`src/rtl/wb_initiator.sv`:
```
// Single-outstanding Wishbone B3 classic initiator: valid/ready command in, one bus cycle, response out.
// Optional WBM_ERR_EN adds a wbm_err_i input that terminates a cycle with an error response.
module wb_initiator #(
   parameter int unsigned TIMEOUT_CYCLES = 255,
   parameter int unsigned ADR_W          = 32,
   parameter int unsigned DAT_W          = 32
) (
   input  logic               wb_clk_i,
   input  logic               wb_rst_n_i,
   input  logic               cmd_valid,
   output logic               cmd_ready,
   input  logic               cmd_we,
   input  logic [ADR_W-1:0]   cmd_adr,
   input  logic [DAT_W-1:0]   cmd_dat,
   input  logic [DAT_W/8-1:0] cmd_sel,
   output logic               rsp_valid,
   input  logic               rsp_ready,
   output logic [DAT_W-1:0]   rsp_dat,
   output logic               rsp_err,
   output logic               busy,
   output logic               wbm_cyc_o,
   output logic               wbm_stb_o,
   output logic               wbm_we_o,
   output logic [DAT_W/8-1:0] wbm_sel_o,
   output logic [ADR_W-1:0]   wbm_adr_o,
   output logic [DAT_W-1:0]   wbm_dat_o,
   input  logic [DAT_W-1:0]   wbm_dat_i,
`ifdef WBM_ERR_EN
   input  logic               wbm_err_i,
`endif
   input  logic               wbm_ack_i
);

   localparam bit          ToEn   = (TIMEOUT_CYCLES != 0);
   localparam logic [15:0] ToLast = ToEn ? 16'(TIMEOUT_CYCLES - 1) : 16'd0;

   typedef enum logic [1:0] {StIdle, StBus, StResp} state_e;

   state_e      state_q;
   logic [15:0] cnt_q;
   logic        bus_err;

`ifdef WBM_ERR_EN
   assign bus_err = wbm_err_i;
`else
   assign bus_err = 1'b0;
`endif

   assign cmd_ready = (state_q == StIdle);
   assign busy      = (state_q != StIdle);

   always_ff @(posedge wb_clk_i or negedge wb_rst_n_i) begin
      if (!wb_rst_n_i) begin
         state_q   <= StIdle;
         cnt_q     <= '0;
         wbm_cyc_o <= 1'b0;
         wbm_stb_o <= 1'b0;
         wbm_we_o  <= 1'b0;
         wbm_sel_o <= '0;
         wbm_adr_o <= '0;
         wbm_dat_o <= '0;
         rsp_valid <= 1'b0;
         rsp_dat   <= '0;
         rsp_err   <= 1'b0;
      end else begin
         unique case (state_q)
            StIdle: begin
               if (cmd_valid) begin
                  wbm_we_o  <= cmd_we;
                  wbm_adr_o <= cmd_adr;
                  wbm_dat_o <= cmd_dat;
                  wbm_sel_o <= cmd_sel;
                  wbm_cyc_o <= 1'b1;
                  wbm_stb_o <= 1'b1;
                  cnt_q     <= '0;
                  state_q   <= StBus;
               end
            end
            StBus: begin
               // Priority: bus error, then ack, then timeout.
               if (bus_err) begin
                  wbm_cyc_o <= 1'b0;
                  wbm_stb_o <= 1'b0;
                  rsp_dat   <= '0;
                  rsp_err   <= 1'b1;
                  rsp_valid <= 1'b1;
                  state_q   <= StResp;
               end else if (wbm_ack_i) begin
                  wbm_cyc_o <= 1'b0;
                  wbm_stb_o <= 1'b0;
                  rsp_dat   <= wbm_we_o ? '0 : wbm_dat_i;
                  rsp_err   <= 1'b0;
                  rsp_valid <= 1'b1;
                  state_q   <= StResp;
               end else if (ToEn && (cnt_q == ToLast)) begin
                  wbm_cyc_o <= 1'b0;
                  wbm_stb_o <= 1'b0;
                  rsp_dat   <= '0;
                  rsp_err   <= 1'b1;
                  rsp_valid <= 1'b1;
                  state_q   <= StResp;
               end else begin
                  cnt_q <= cnt_q + 16'd1;
               end
            end
            StResp: begin
               if (rsp_ready) begin
                  rsp_valid <= 1'b0;
                  state_q   <= StIdle;
               end
            end
            default: state_q <= StIdle;
         endcase
      end
   end

endmodule

```
`config.mk`:
```
export PLATFORM = sky130hd
export DESIGN_NAME = wb_initiator
export DESIGN_NICKNAME = d
export VERILOG_FILES = /design/src/rtl/wb_initiator.sv
export SDC_FILE = /design/constraint.sdc
export NUM_CORES = 1
export LEC_CHECK = 0
export CORE_ASPECT_RATIO = 1.75
export CORE_MARGIN = 5
export CORE_UTILIZATION = 45
export DETAILED_ROUTE_END_ITERATION = 7
export HOLD_SLACK_MARGIN = 0.02
export PLACE_DENSITY = 0.86
export SLEW_MARGIN = 40
export SYNTH_ARGS = -nofsm -noshare
export SYNTH_HDL_FRONTEND = slang
export SYNTH_SLANG_ARGS = --single-unit
```
`constraint.sdc`:
```
create_clock -name wb_clk_i -period 4.4 [get_ports wb_clk_i]
set_clock_uncertainty 0.1 [all_clocks]
set_input_delay 1.1 -clock wb_clk_i [delete_from_list [all_inputs] [get_ports wb_clk_i]]
set_output_delay 1.1 -clock wb_clk_i [all_outputs]
set_load 0.01 [all_outputs]
```
Yosys cells after proc, flatten, opt, wreduce, memory -nomap -nowiden

Index checks and enable logic that the tools add are counted.

$add $sub $neg: 1
Eq/ne operators: 8
Multiplexer cells: 21
Reduce and logical (&&, ||, !) cells: 11

Operator list:

| cell                                                 | count |
|---|---|
| 2-to-1 mux 32 bit                                    | 3 |
| 2-to-1 mux 16 bit                                    | 3 |
| one-hot mux 16 bit (2 select lines)                  | 1 |
| adder 16 x 1 -> 16 bit, second input constant        | 1 |
| equality test 16 x 8 -> 1 bit, second input constant | 1 |
| AND reduction 3 bit                                  | 3 |
| 2-to-1 mux 2 bit                                     | 4 |
| != test 2 bit, second input constant                 | 4 |
| nonzero test 2 bit                                   | 4 |
| 2-to-1 mux 1 bit                                     | 7 |
| one-hot mux 2 bit (3 select lines)                   | 1 |
| one-hot mux 1 bit (2 select lines)                   | 2 |
| AND reduction 2 bit                                  | 2 |
| AND reduction 4 bit                                  | 1 |
| != test 3 bit, second input constant                 | 1 |
| equality test 2 x 1 -> 1 bit, second input constant  | 1 |
| equality test 2 bit, second input constant           | 1 |
| zero test 2 bit                                      | 1 |

Register bits after elaboration: 122
Input bits: 106
Output and inout bits: 107
Word-level logic and storage cells: 51

Logic depth before layout (Yosys ltp)

Gate-level depths: netlist of run 1.

Depth in word-level cells: 4
Gate-level depth with buffers: 8

Least setup slack after synthesis of run 1

No wires, ideal clock.

Path type: input port to flip-flop
From: input port wbm_ack_i
To: register cnt_q[9]
Setup time: 0.125 ns
Data arrival time: 2.278 ns
Data required time: 4.175 ns
Setup slack: 1.897 ns
Stages on the path: 5
Path buffers: 1
Cells stage by stage: or3b_1 > buf_6 > nor3_4 > or3b_1 > mux2i_1

Cells in the longest elaborated chain, start to end: 2

RTL lines:

| what                                 | line | RTL |
|---|---|---|
| from (decl)                          | 31   | `input logic wbm_ack_i` |
| != test 2 bit (no source line)       | n/a  |  |
| AND reduction 4 bit (no source line) | n/a  |  |
| to (signal assigned)                 | 103  | `cnt_q <= cnt_q + 16'd1;` |
| to (decl)                            | 40   | `logic [15:0] cnt_q;` |

No other way between the ends.
A chain may end at the register's enable or synchronous reset.

Worst setup path after layout of run 1

From: register state_q[1]
To: output port cmd_ready

Cells in the longest elaborated chain, start to end: 1

RTL lines:

| what                   | line | RTL |
|---|---|---|
| from (decl)            | 39   | `state_e state_q;` |
| from (signal assigned) | 54   | `state_q <= StIdle;` |
| from (signal assigned) | 76   | `state_q <= StBus;` |
| from (signal assigned) | 87   | `state_q <= StResp;` |
| zero test 2 bit        | 49   | `assign cmd_ready = (state_q == StIdle);` |
| to (decl)              | 11   | `output logic cmd_ready,` |

No other way between the ends.

==> impl_results.md, run 1 <==
- Status: finished clean
- Sink Count: between 100 and 150
- Crit path DAT: 1670 ps
- CTS tree: built
- Clock slew at reported path FFs: 60 ps
- Initial antenna violation count: 0
- Setup_tns: 0 ps
- Synth warn: 0
- Critical path class: reg -> out
- Total GRT Usage: between 20% and 30%
- Synth Area in Adders: 0.511%
- Layout Nets: 815
- Die height: 148 um
- Setup WS pre-CTS: 1230 ps
- Pre-Repair DR Iteration Count: 5
- Design Area, Final: 7760 sq um
- Filler cells: 711
- CP Launch Type: register
- Drt drc: 0
- CP max FO: 7
- 1st-iter DRT viols: 194
- RSZ-0062 raised after global routing: no
- PostCTS Resize Cnt: 0
- Pwr dens: 722 nW/um^2
- First-pass GRT wire length: about 24 mm
- Post-DRT Antenna Nets: 0
- Int Pwr: 3.69 mW
- Crit-path cells: nor2_1 > clkdlybuf4s50_1
- Final HPWL DP: 11.4 mm
- Die Span X: 88.9 um
- Max Cap Violations: 0
- EDFF count, synth: 0
- Post-synthesis async set-or-reset flop share: 100%
- Slowest stage delay, CP: 590 ps
- Largest family of logic cells by synthesized area: simple AND/OR/NAND/NOR gates
- Hold Buf Count CTS: 0
- Area growth syn-to-layout: 58.3%
- Largest net degree at the start of global routing: 75
- GP Congestion: 0.962
- Switching Share: 34.0%
- I/O Buffers: 212
- Endpoints failing setup: 0
- # rows: 50
- Layout Utilization: between 70% and 80%
- Net Sw Power: between 1.5 and 2 mW
- ANT cells: 0
- Post-synthesis sequential area ratio: 62.3%
- Root buffer cell: clkbuf_16
- Synth Flop Type: dfrtp_1
- Mux cell area share after synthesis: less than 1%
- Drt wl/cell: 18.6 um
- Max VDD drop: 0.543 mV
- Yosys reg bits: between 100 and 150
- Final WS setup: 1530 ps
- Final Slew Violations: 0
- Effective utilization at floorplan: between 40 and 50%
- H-tree level count: 4
- Vias in the first global route: 4,774
- Syn Area/Cell: 9.88 sq um
- Vias per cell: 5.26
- Synth Area in Compound Gates: 10.5%
- Flop pwr share: 34.2%
- Yosys top cell area share: between 60% and 70%
- Pleak: 3.63 nW
- Slew @ Worst Pin: 724 ps
- Simple-gate area share of the yosys netlist: 23.1%
- Ports: 213
- Buf/Inv on CP: 1
- Period utilization: 65.2%
- HP Class: reg -> reg
- Post-synth top area cell: dfrtp_1
- Yosys cell types: 41
- Critical path's slowest cell: clkdlybuf4s50_1
- Syn Inst Count: a little under 500
- Synth Area in XOR/XNOR: 0%
- Die Area: 13,200 sq um
- Synthesized Nets: 604
- Min Hold Slack: 371 ps
- Vias: between 4k and 5k
- Clock power share: 24.7%
- Post-synthesis instance area: 4900 sq um
- Final hold vios: 0
- Max Clk Rate: roughly 0.35 GHz
- Core ar.: 10,700 sq um
- Crit path capture type: output port
- Worst skew pair latency: 410 ps
- Area contributors post-synth: dfrtp_1 62%, nand2_1 17%, a22o_1 5.7%
- Congestion Overflow GR: 0
- Placed cell areas: between 7000 and 8000 sq um
- CP required: 3200 ps
- CTS Buffer Depth: 2
- Delay-heaviest family, CP: buffers and inverters
- Postcts setup bufs: 0
- Final WL: 15.8 mm
- Rel. slew slack: 51.7%
- CTS Buf Count: 17
- Share of layout cells above drive strength 1: 6.81%
- Combinational power share: roughly 41%
- Tmin final: 2870 ps
[kinds of logic (layout without fill, tap and decap cells)]
logic type / after synthesis / in the layout
flops: 122 / 122
simple gates: 267 / 267
buf+inv: 34 / 258
fa+ha+maj: 2 / 2
mux: 3 / 3
compound gates: 68 / 68
[power groups by stage]
stage | Clock [mW] | Combinational, mW | Sequential [mW]
finish | 1.38 | 2.30 | 1.91
global route | 1.46 | 2.47 | 1.98
CTS | 1.40 | 2.31 | 1.92
detailed placement | 0 | 2.28 | 1.92
global placement | 0 | 2.22 | 1.89
floorplan | 0 | 0.732 | 2.10
[cell usage in the layout, fill, tap and decap left out, types with 5 or more instances in the layout]
cell             count
a21oi_1              5
a22o_1              32
a31oi_1             11
buf_4                6
clkbuf_16           17
clkdlybuf4s50_1    211
dfrtp_1            122
inv_1                6
nand2_1            221
nand3_1              7
nand4_1              5
nor2_1               5
o21ai_0              7
[state kept, by name, indices dropped and copies added, names as in the netlist]
register   cells
cnt_q         16
wbm_sel_o      4
wbm_adr_o     32
wbm_stb_o      1
rsp_err        1
rsp_valid      1
wbm_dat_o     32
rsp_dat       32
wbm_we_o       1
state_q        2
[metrics by stage]
stage               cells  total power [mW]
finish                850              5.60
global route          850              5.91
CTS                   849              5.63
detailed placement    817              4.20
global placement      817              4.11
floorplan             496              2.83
[path summary, 6_finish.rpt]
| path | from | to | slack [ps] | cells after the start |
|---|---|---|---|---|
| setup / recovery | state_q[1]$_DFFE_PN0P_ | cmd_ready | 1530 | 2 |
| hold / removal | wbm_adr_o[22]$_DFFE_PN0P_ | wbm_adr_o[22]$_DFFE_PN0P_ | 370 | 2 |
| setup reg to reg | cnt_q[0]$_DFFE_PN0P_ | cnt_q[13]$_DFFE_PN0P_ | 1840 | 6 |
| hold reg to reg | wbm_adr_o[22]$_DFFE_PN0P_ | wbm_adr_o[22]$_DFFE_PN0P_ | 370 | 2 |
| max in group asynchronous | wb_rst_n_i | wbm_dat_o[17]$_DFFE_PN0P_ | 2860 | 2 |
| min in group asynchronous | wb_rst_n_i | rsp_dat[5]$_DFFE_PN0P_ | 610 | 1 |
[worst reg2reg max path: cells and delay by family (launching register included)]
| family | cells | cell delay, ps |
|---|---|---|
| AO/OA/AOI/OAI | 1 | 310 |
| adder cells (fa/ha/maj) | 1 | 150 |
| buffers and inverters | 1 | 150 |
| flip-flops | 1 | 450 |
| AND/OR/NAND/NOR | 3 | 1300 |
[per-layer routing]
layer	GRT usage (%)	part of all wire, %	vias to the layer above
met2	42.9	55	172
met1	24.9	34	2170
met3	7.10	5.8	53
met4	14.0	5.7	0
met5	0	0	-
li1	-	-	2078
[area by class of cell]
cell class	instances	area [sq um]	area share, %
sequential	122	3050	39.3
timing repair buffer	220	2220	28.6
multi-input combinational	340	1710	22.0
clock buffer	19	453	5.84
tap	130	163	2.10
clock inverter	13	144	1.85
inverter	6	22.5	0.290
[synthesized netlist by cell type, types with 2 or more instances]
| master | n |
|---|---|
| dfrtp_1 | 122 |
| buf_2 | 6 |
| ha_1 | 2 |
| nand2b_1 | 4 |
| inv_1 | 6 |
| nor3_1 | 3 |
| mux2i_1 | 3 |
| nand4_1 | 5 |
| a21oi_1 | 5 |
| o21ai_0 | 7 |
| or4_1 | 2 |
| and4_1 | 3 |
| nor2b_1 | 2 |
| or3b_1 | 2 |
| o31ai_1 | 2 |
| o211ai_1 | 3 |
| a31oi_1 | 11 |
| nand3_1 | 7 |
| and2_1 | 2 |
| and3_1 | 2 |
| a22o_1 | 32 |
| nor2_1 | 6 |
| nand2_1 | 222 |
| clkbuf_1 | 20 |
No activity file was read; power rests on OpenSTA's default activity.
==> run 2, diff against run 1 <==
--- a/config.mk
+++ b/config.mk
@@ -7,10 +7,10 @@
 export LEC_CHECK = 0
 export CORE_ASPECT_RATIO = 1.75
 export CORE_MARGIN = 5
-export CORE_UTILIZATION = 45
+export CORE_UTILIZATION = 38
 export DETAILED_ROUTE_END_ITERATION = 7
 export HOLD_SLACK_MARGIN = 0.02
-export PLACE_DENSITY = 0.86
+export PLACE_DENSITY = 0.77
 export SLEW_MARGIN = 40
 export SYNTH_ARGS = -nofsm -noshare
 export SYNTH_HDL_FRONTEND = slang
==> constraint.sdc (replaced) <==
create_clock -name wb_clk_i -period 2.35 [get_ports wb_clk_i]
set_clock_uncertainty 0.1 [all_clocks]
set_input_delay 0.5875 -clock wb_clk_i [delete_from_list [all_inputs] [get_ports wb_clk_i]]
set_output_delay 0.5875 -clock wb_clk_i [all_outputs]
set_load 0.01 [all_outputs]
==> impl_results.md, run 2 (synthesized netlist as in run 1, its figures left out) <==
- Pleak: 3.68 nW (was 3.63 nW)
- Rel. slew slack: 56.7% (was 51.7%)
- CTS tree: built (unchanged)
- Total chip power: 10.5 mW (was 5.60 mW)
- Vias per cell: 4.92 (was 5.26)
- CP required: 1660 ps (was 3200 ps)
- Pre-Repair DR Iteration Count: 4 (was 5)
- Core ar.: 12,800 sq um (was 10,700 sq um)
- First-pass GRT wire length: 23.8 mm (was 24.2 mm)
- Drt drc: 0 (unchanged)
- Status: finished clean (unchanged)
- H-tree level count: 4 (unchanged)
- Postcts setup bufs: 0 (unchanged)
- Initial antenna violation count: 0 (unchanged)
- Period utilization: 96.5%
- Sink Count: 122 (unchanged)
- Ports: 213 (unchanged)
- Critical Path End: cmd_ready (unchanged)
- Worst skew pair latency: 400 ps (was 410 ps)
- Max Clk Rate: 0.441 GHz
- GP Congestion: 0.930 (was 0.962)
- Endpoints failing setup: 0 (unchanged)
- Final Slew Violations: 0 (unchanged)
- Total GRT Usage: 19.8% (was 24.4%)
- Crit path capture type: output port (unchanged)
- Most common cell after layout, fill and taps aside: nand2_1 (unchanged)
- I/O Buffers: 212 (unchanged)
- Design Area, Final: 7900 sq um (was 7760 sq um)
- CTS Buf Count: 17 (unchanged)
- Reg2Reg Depth: 7 (was 6)
- Filler cells: 1,073 (was 711)
- Die Span X: 95.8 um (was 88.9 um)
- Critical path class: reg -> out (unchanged)
- Max Cap Violations: 0 (unchanged)
- Final hold vios: 0 (unchanged)
- Crit path DAT: 1580 ps (was 1670 ps)
- Largest net degree at the start of global routing: 75 (unchanged)
- HP Class: in -> async (was reg -> reg)
- Setup_tns: 0 ps (unchanged)
- Most frequent cells in the layout: 221 x nand2_1, 211 x clkdlybuf4s50_1, 122 x dfrtp_1 (unchanged)
- Post-DRT Antenna Nets: 0 (unchanged)
- Vias: 4,426 (was 4,473)
- Final WL: 14.6 mm (was 15.8 mm)
- Root buffer cell: clkbuf_16 (unchanged)
- Die Area: 15,400 sq um (was 13,200 sq um)
- Effective utilization at floorplan: 38.3% (was 45.8%)
- CP max FO: 7 (unchanged)
- Layout Nets: 823 (was 815)
- Slew @ Worst Pin: 649 ps (was 724 ps)
- Flop-to-flop setup slack: 210 ps (was 1840 ps)
- Share of layout cells above drive strength 1: 7.97% (was 6.81%)
- Tmin final: between 2000 and 2500 ps
- CTS Buffer Depth: 2 (unchanged)
- Die height: 160 um (was 148 um)
- Critical path origin: state_q[1]$_DFFE_PN0P_ (unchanged)
- CP Launch Type: register (unchanged)
- Hold Buf Count CTS: 0 (unchanged)
- Pwr dens: 1320 nW/um^2 (was 722 nW/um^2)
- 1st-iter DRT viols: 142 (was 194)
- Top Registers: rsp_dat: 32 flops, wbm_adr_o: 32 flops, wbm_dat_o: 32 flops (unchanged)
- RSZ-0062 raised after global routing: no (unchanged)
- Drt wl/cell: 16.3 um (was 18.6 um)
- Final HPWL DP: 10.9 mm (was 11.4 mm)
- ANT cells: 0 (unchanged)
- Clock slew at reported path FFs: 50 ps (was 60 ps)
- R2r endpoint: rsp_dat[24]$_DFFE_PN0P_ (was cnt_q[13]$_DFFE_PN0P_)
- Placed cell areas: 7300 sq um (was 7130 sq um)
- Vias in the first global route: 4,805 (was 4,774)
- Reg2reg start: cnt_q[0]$_DFFE_PN0P_ (unchanged)
- Max VDD drop: 0.687 mV (was 0.543 mV)
- Congestion Overflow GR: 0 (unchanged)
- # rows: 55 (was 50)
- Area growth syn-to-layout: 61.2% (was 58.3%)
[run 2: repair_timing]
action / CTS / global route
endpoints found under the setup margin: 1 / 2
resized for setup: 1 / 1
pin swaps: 0 / 0
[run 2: worst max-delay path, stage by stage, from the launching register on]
cell and delay, ps:
dfrtp_1 470, nor2_4 150, clkdlybuf4s50_1 560
[run 2: stage by stage]
step,setup WS (ps),hold slack [ps],util (%),std cells
floorplan,359,192,-,496
global placement,-110,356,57.0,867
detailed placement,-153,361,57.0,867
CTS,21.2,114,61.7,899
global route,19.1,121,61.7,899
finish,82.6,85.6,61.7,899
[run 2: cell type report]
type	instances	area, sq um	area share (%)
well taps	171	214	2.71
inverters	6	22.5	0.285
multi-input cells	340	1720	21.7
clock buffers	19	453	5.73
repair buffers	228	2300	29.1
flip-flops and latches	122	3050	38.6
clock inverters	13	143	1.80
[run 2: layer usage]
metal  part of all wire, %  GRT usage [%]  up-vias
met3                   7.5           6.22       43
li1                      -              -     2099
met4                   3.5           7.84        0
met5                     0              0        -
met1                    36           22.4     2101
met2                    53           33.8      183
[run 2: how the worst min path moves through the flow]
stage | startpoint | end | slack (ps) | cells past startpoint
6_report | wb_rst_n_i | cnt_q[5]$_DFFE_PN0P_ | 90 | 2
3_3_place_gp | wbm_adr_o[23]$_DFFE_PN0P_ | wbm_adr_o[23]$_DFFE_PN0P_ | 360 | 2
5_1_grt | wb_rst_n_i | cnt_q[5]$_DFFE_PN0P_ | 120 | 2
2_1_floorplan | wb_rst_n_i | cnt_q[0]$_DFFE_PN0P_ | 190 | 0
4_1_cts | wb_rst_n_i | cnt_q[5]$_DFFE_PN0P_ | 110 | 2
3_5_place_dp | wbm_adr_o[5]$_DFFE_PN0P_ | wbm_adr_o[5]$_DFFE_PN0P_ | 360 | 2
[run 2: where the power goes]
part	internal (mW)	switching, mW	leakage (nW)
clock	1.63	0.948	0.290
sequential	3.01	0.555	1.55
combinational	2.35	1.97	1.85
